<file path="src/rtl/spi_master_drive.sv">
// spi_master_drive: SPI master PHY for fixed DATA_W-bit frames.
// Generates SCLK/CS_N/MOSI from the sequencer's spi_en/spi_mode/spi_sdata,
// captures MISO, and returns spi_rdata with a one-cycle spi_done per frame.
// Build option: define SPI_LSB_FIRST_EN to shift tx bit 0 first and fill rx
// from the MSB downward. Frame timing is the same in both builds.
//
// Sequencer contract: spi_en is a level, not a pulse. It is sampled in IDLE to
// start a frame and in DONE to chain the next frame with CS held low.
// spi_mode and spi_sdata are captured in LOAD. spi_done is high for exactly the
// DONE cycle, and spi_rdata is valid from that cycle until the next DONE.
// spi_state exposes the FSM state (0 IDLE, 1 LOAD, 2 SHIFT, 3 DONE) for debug.
module spi_master_drive #(
  parameter int CLK_DIV = 4,
  parameter int DATA_W  = 16
) (
  input  logic              sys_clk,
  input  logic              sys_rst_n,
  input  logic              spi_en,
  input  logic [1:0]        spi_mode,
  input  logic [DATA_W-1:0] spi_sdata,
  output logic              spi_done,
  output logic [DATA_W-1:0] spi_rdata,
  output logic              spi_sclk,
  output logic              spi_cs_n,
  output logic              spi_mosi,
  input  logic              spi_miso,
  output logic [1:0]        spi_state
);

  localparam int EDGE_N = 2 * DATA_W;
  localparam int EDGE_W = $clog2(EDGE_N);

  typedef enum logic [1:0] {
    IDLE  = 2'd0,
    LOAD  = 2'd1,
    SHIFT = 2'd2,
    DONE  = 2'd3
  } state_t;

  state_t              state_q;
  state_t              state_d;
  logic [7:0]          div_cnt;
  logic [EDGE_W-1:0]   edge_cnt;
  logic [1:0]          mode_q;
  logic [DATA_W-1:0]   tx_shift;
  logic [DATA_W-1:0]   rx_shift;
  logic [DATA_W-1:0]   rx_next;
  logic                tick;
  logic                last_edge;
  logic                leading;
  logic                sample_now;
  logic                drive_now;

  // Bit that goes out on the wire next from a tx word.
  function automatic logic tx_head(input logic [DATA_W-1:0] v);
`ifdef SPI_LSB_FIRST_EN
    return v[0];
`else
    return v[DATA_W-1];
`endif
  endfunction

  // Tx word after its head bit has been sent.
  function automatic logic [DATA_W-1:0] tx_step(input logic [DATA_W-1:0] v);
`ifdef SPI_LSB_FIRST_EN
    return v >> 1;
`else
    return v << 1;
`endif
  endfunction

  assign spi_state = state_q;

  // Edge strobes: tick is the sys_clk cycle in which an SCLK edge is issued.
  always_comb begin
    tick       = 1'b0;
    last_edge  = 1'b0;
    leading    = ~edge_cnt[0];
    sample_now = 1'b0;
    drive_now  = 1'b0;
    rx_next    = rx_shift;
    if (state_q == SHIFT && div_cnt == 8'(CLK_DIV - 1)) begin
      tick = 1'b1;
    end
    last_edge = tick && (edge_cnt == EDGE_W'(EDGE_N - 1));
    if (mode_q[0]) begin
      // CPHA=1: drive on leading, sample on trailing
      sample_now = tick && !leading;
      drive_now  = tick && leading;
    end else begin
      // CPHA=0: first bit is pre-driven in LOAD, so no drive after the final edge
      sample_now = tick && leading;
      drive_now  = tick && !leading && !last_edge;
    end
    if (sample_now) begin
`ifdef SPI_LSB_FIRST_EN
      rx_next = {spi_miso, rx_shift[DATA_W-1:1]};
`else
      rx_next = {rx_shift[DATA_W-2:0], spi_miso};
`endif
    end
  end

  // FSM state register.
  always_ff @(posedge sys_clk or negedge sys_rst_n) begin
    if (!sys_rst_n) begin
      state_q <= IDLE;
    end else begin
      state_q <= state_d;
    end
  end

  // FSM next-state: frames chain through DONE while spi_en stays high.
  always_comb begin
    state_d = state_q;
    case (state_q)
      IDLE:    if (spi_en) state_d = LOAD;
      LOAD:    state_d = SHIFT;
      SHIFT:   if (last_edge) state_d = DONE;
      DONE:    state_d = spi_en ? LOAD : IDLE;
      default: state_d = IDLE;
    endcase
  end

  // Datapath and registered pin outputs.
  always_ff @(posedge sys_clk or negedge sys_rst_n) begin
    if (!sys_rst_n) begin
      spi_done  <= 1'b0;
      spi_rdata <= '0;
      spi_sclk  <= 1'b0;
      spi_cs_n  <= 1'b1;
      spi_mosi  <= 1'b0;
      div_cnt   <= '0;
      edge_cnt  <= '0;
      mode_q    <= 2'b00;
      tx_shift  <= '0;
      rx_shift  <= '0;
    end else begin
      spi_done <= 1'b0;
      case (state_q)
        IDLE: begin
          // CS drops together with the move into LOAD
          spi_cs_n <= ~spi_en;
          spi_sclk <= spi_mode[1];
        end
        LOAD: begin
          spi_cs_n <= 1'b0;
          spi_sclk <= spi_mode[1];
          mode_q   <= spi_mode;
          div_cnt  <= '0;
          edge_cnt <= '0;
          rx_shift <= '0;
          if (!spi_mode[0]) begin
            spi_mosi <= tx_head(spi_sdata);
            tx_shift <= tx_step(spi_sdata);
          end else begin
            tx_shift <= spi_sdata;
          end
        end
        SHIFT: begin
          div_cnt  <= tick ? 8'd0 : div_cnt + 8'd1;
          rx_shift <= rx_next;
          if (tick) begin
            spi_sclk <= ~spi_sclk;
            edge_cnt <= edge_cnt + 1'b1;
          end
          if (drive_now) begin
            spi_mosi <= tx_head(tx_shift);
            tx_shift <= tx_step(tx_shift);
          end
          if (last_edge) begin
            spi_done  <= 1'b1;
            spi_rdata <= rx_next;
          end
        end
        DONE: begin
          // Held low when chaining, released next cycle otherwise
          spi_cs_n <= ~spi_en;
        end
        default: begin
          spi_cs_n <= 1'b1;
        end
      endcase
    end
  end

endmodule

</file>
<file path="config.mk">
export PLATFORM = sky130hd
export DESIGN_NAME = spi_master_drive
export DESIGN_NICKNAME = d
export VERILOG_FILES = /design/src/rtl/spi_master_drive.sv
export SDC_FILE = /design/constraint.sdc
export NUM_CORES = 1
export LEC_CHECK = 0
export BUFFER_PORTS_ARGS = -buffer_cell sky130_fd_sc_hd__buf_2
export CORE_ASPECT_RATIO = 0.9
export CORE_MARGIN = 3
export CORE_UTILIZATION = 58
export CTS_CLUSTER_DIAMETER = 40
export DETAILED_ROUTE_END_ITERATION = 8
export GPL_TIMING_DRIVEN = 0
export PLACE_DENSITY_LB_ADDON = 0.15
export SLEW_MARGIN = 40
export SYNTH_ARGS = -nofsm -noshare
export SYNTH_HDL_FRONTEND = slang
export SYNTH_SLANG_ARGS = --single-unit
</file>
<file path="constraint.sdc">
create_clock -name sys_clk -period 2.45 [get_ports sys_clk]
set_input_delay 0 -clock sys_clk [delete_from_list [all_inputs] [get_ports sys_clk]]
set_output_delay 0 -clock sys_clk [all_outputs]
set_load 0.005 [all_outputs]
</file>
==> metrics.yaml <==
wirelength_um: 8190
drtPass1Iterations: 4
worstMarginPinSlew_ns: 0.632
crit_family: "simple AND/OR/NAND/NOR gates"
sw_frac_of_total_pct: 37.8
critPathMaxStageDelay_ns: 0.48
synthFlopType: "dfrtp_1"
multiInputGateArea_um2: 1790
wl_per_cell_um: 15.4
seq_power_share_pct: 36.8
cp_slowest_cell: "dfrtp_1"
p_switching_mw: 1.53
clock-sinks: 68
place_area_um2: 4060
place_congestion: 0.817
final_net_count: 475
end_kind: "flip-flop"
async_flop_share_pct: 100
areaGrowthSynthToFinish_pct: 17.5
setup.worst_path.class: "reg -> reg"
crit_fanout: 8
synthTopCellsByArea: "dfrtp_1, a211oi_1, mux2i_1"
required_ns: 2.68
fmax_mhz: 441
peakVddDrop_uv: 633
ios: 44
clock_power_share_pct: 27.6
maxCapViolCount: 0
crit_buf_inv: 0
p_int_mw: 2.52
core-area_um2: 5920
ant_nets: 0
clk_latency_ns: 0.34
netlist_area_um2: 3710
die_w_um: 90.3
synth_top_area_cell: "dfrtp_1"
drive_gt1_share_pct: 19.6
critPathLaunchType: "flip-flop"
r2r_cells: 7
netlist_instances: 385
numCtsBuffers: 9
worstHoldPathType: "in -> reg"
leakage_nw: 1.97
cts_tree: "yes"
overflow: 0
die_y_um: 81.9
setup_viol: 0
worstPathCellList: "ha_1, and3_1, ha_1, nor4b_1, a21oi_1, a21oi_1, mux2_2"
status: "finished clean"
cts_setup_buffers: 0
fin_crit_sh_pct: 92.5
ys_ff_latch: 68
route.detailed.drc: 0
worstPathArrival_ns: 2.50
powerDensity_nw_per_um2: 928
drv_slew: 0
vias_per_cell: 5.80
combPwrFrac_pct: 35.5
grt_pass1_vias: 3040
fill_cells: 467
tns_ns: 0
grt_max_degree: 51
slew-limit-headroom_pct: 57.5
cts.clk_slew.worst_paths_ns: 0.08
fp.dieArea_um2: 7390
dp_hpwl_um: 5800
synth_cell_types: 44
seqCellArea_um2: 1700
num_rows: 26
h-tree-depth: 3
seq_area_frac_synth_pct: 45.9
num_antenna_cells: 0
period_minus_slack_ns: 2.27
synth_edf_count: 0
synth.net_count: 415
port_buffers: 43
grt_pass1_wl_um: 13900
antenna_found_initial: 0
yosys_warnings: 0
hold_viol: 0
hold_path_depth: 3
skew_ns: 0.00545
drtIter0Drc: 202
cts_buffer_depth: 2
vias: 3094
initial_core_util_pct: 62.6
synth_top_area_share_pct: 45.2
stdcell_area_um2: 4360
avgSynthCellArea_um2: 9.63
grt_usage_pct: 23.6
cp.depth: 7
clock_tree.root_cell: "clkbuf_8"
utilization_pct: 73.6
timing repair:
action	4_1_cts	5_1_grt
hold buffers	5	0
gates resized for setup	0	4
setup endpoints to repair	0	10
hold endpoints to repair	73	0
path summary, 6_finish.rpt:
path                         startpoint           end  slack (ns)
min reg2reg                    spi_cs_n      spi_cs_n        0.47
min in group asynchronous     sys_rst_n  spi_rdata[7]        0.05
max                         edge_cnt[0]  spi_state[1]        0.18
max reg2reg                 edge_cnt[0]  spi_state[1]        0.18
max in group asynchronous     sys_rst_n   tx_shift[0]        1.90
min                        spi_sdata[9]   tx_shift[9]       0.009
per-layer routing:
| metal | GRT usage [%] | vias to the layer above | wire (um) |
|---|---|---|---|
| met5 | 0 | - | 0 |
| met4 | 5.96 | 0 | 54 |
| met3 | 6.23 | 5 | 382 |
| met2 | 40.9 | 74 | 3930 |
| met1 | 29.8 | 1506 | 3830 |
| li1 | - | 1509 | - |
cell type report:
| type | count | share of cell area (%) |
|---|---|---|
| Multi-Input combinational cell | 265 | 41.2 |
| Sequential cell | 68 | 39.1 |
| Timing Repair Buffer | 49 | 6.86 |
| Buffer | 30 | 3.16 |
| Clock buffer | 9 | 2.84 |
| Clock inverter | 6 | 2.58 |
| Tap cell | 84 | 2.41 |
| Inverter | 22 | 1.90 |
tightest hold or removal path: stages:
cell	delay [ns]
buf_2	0.08
a211oi_1	0.06
a211oi_1	0.16
cell usage in the layout (no fill, tap or decap), types with 2 or more instances in the layout:
cell	netlist	layout
o21ai_0	11	11
inv_1	22	22
clkbuf_8	0	9
xor2_1	4	4
o211ai_2	3	3
o221ai_1	6	6
nand2b_1	6	6
o221ai_2	7	7
buf_6	1	2
nand3_1	23	23
nand3b_1	2	2
o22ai_1	2	2
clkbuf_2	1	2
buf_2	6	48
bufinv_16	0	3
a211oi_1	44	44
nand4_1	4	4
dlygate4sd3_1	0	5
ha_1	8	8
nor3_1	3	3
and3_1	3	3
buf_4	2	2
a21oi_1	21	21
mux2i_1	17	17
nand2_1	22	22
dfrtp_1	67	67
nor2b_1	18	18
xnor2_1	4	4
o31ai_1	3	3
clkbuf_1	18	17
buf_1	2	2
nor2_1	39	39
logic make-up after synthesis:
kind of cell / count (synthesis) / share of synthesized area (%)
AOI/OAI and AO/OA: 104 / 21.4
adders and majority gates: 8 / 2.70
buffers and inverters: 52 / 5.90
and+or+nand+nor: 127 / 17.3
muxes: 18 / 4.89
xor gates and xnor gates: 8 / 1.89
DFF: 68 / 45.9
power by group through the flow:
stage / clock [mW] / sequential, mW / combinational, mW
finish: 1.12 / 1.49 / 1.44
global route: 1.19 / 1.52 / 1.61
CTS: 1.13 / 1.48 / 1.43
detailed placement: 0 / 1.50 / 1.42
global placement: 0 / 1.50 / 1.38
floorplan: 0 / 1.47 / 1.02
synth_stat cells, drive strengths merged, types with 4 or more instances:
library cell,instances
o21ai,11
mux2i,17
xnor2,4
clkbuf,19
nand4,5
nand2,23
buf,11
o211ai,4
a21oi,21
ha,8
nand2b,6
nand3,23
a211oi,44
xor2,4
nor2,39
o221ai,13
inv,22
dfrtp,67
nor2b,18
registers in the layout (all words and copies together), names as in the netlist:
signal,count
rx_shift,16
spi_rdata,16
tx_shift,16
div_cnt,8
edge_cnt,5
spi_state,2
mode_q,1
spi_cs_n,1
spi_done,1
spi_mosi,1
spi_sclk,1
through the flow:
step / std cells / setup WS, ns / power, mW / hold WS [ns]
4_1_cts: 533 / 0.128 / 4.05 / 0.00336
2_1_floorplan: 385 / 0.434 / 2.49 / -0.296
3_3_place_gp: 512 / 0.185 / 2.88 / 0.198
6_report: 533 / 0.183 / 4.04 / 0.00920
5_1_grt: 533 / -0.000374 / 4.31 / 0.00259
3_5_place_dp: 513 / 0.156 / 2.92 / -0.142
No activity file was read; power rests on OpenSTA's default activity.
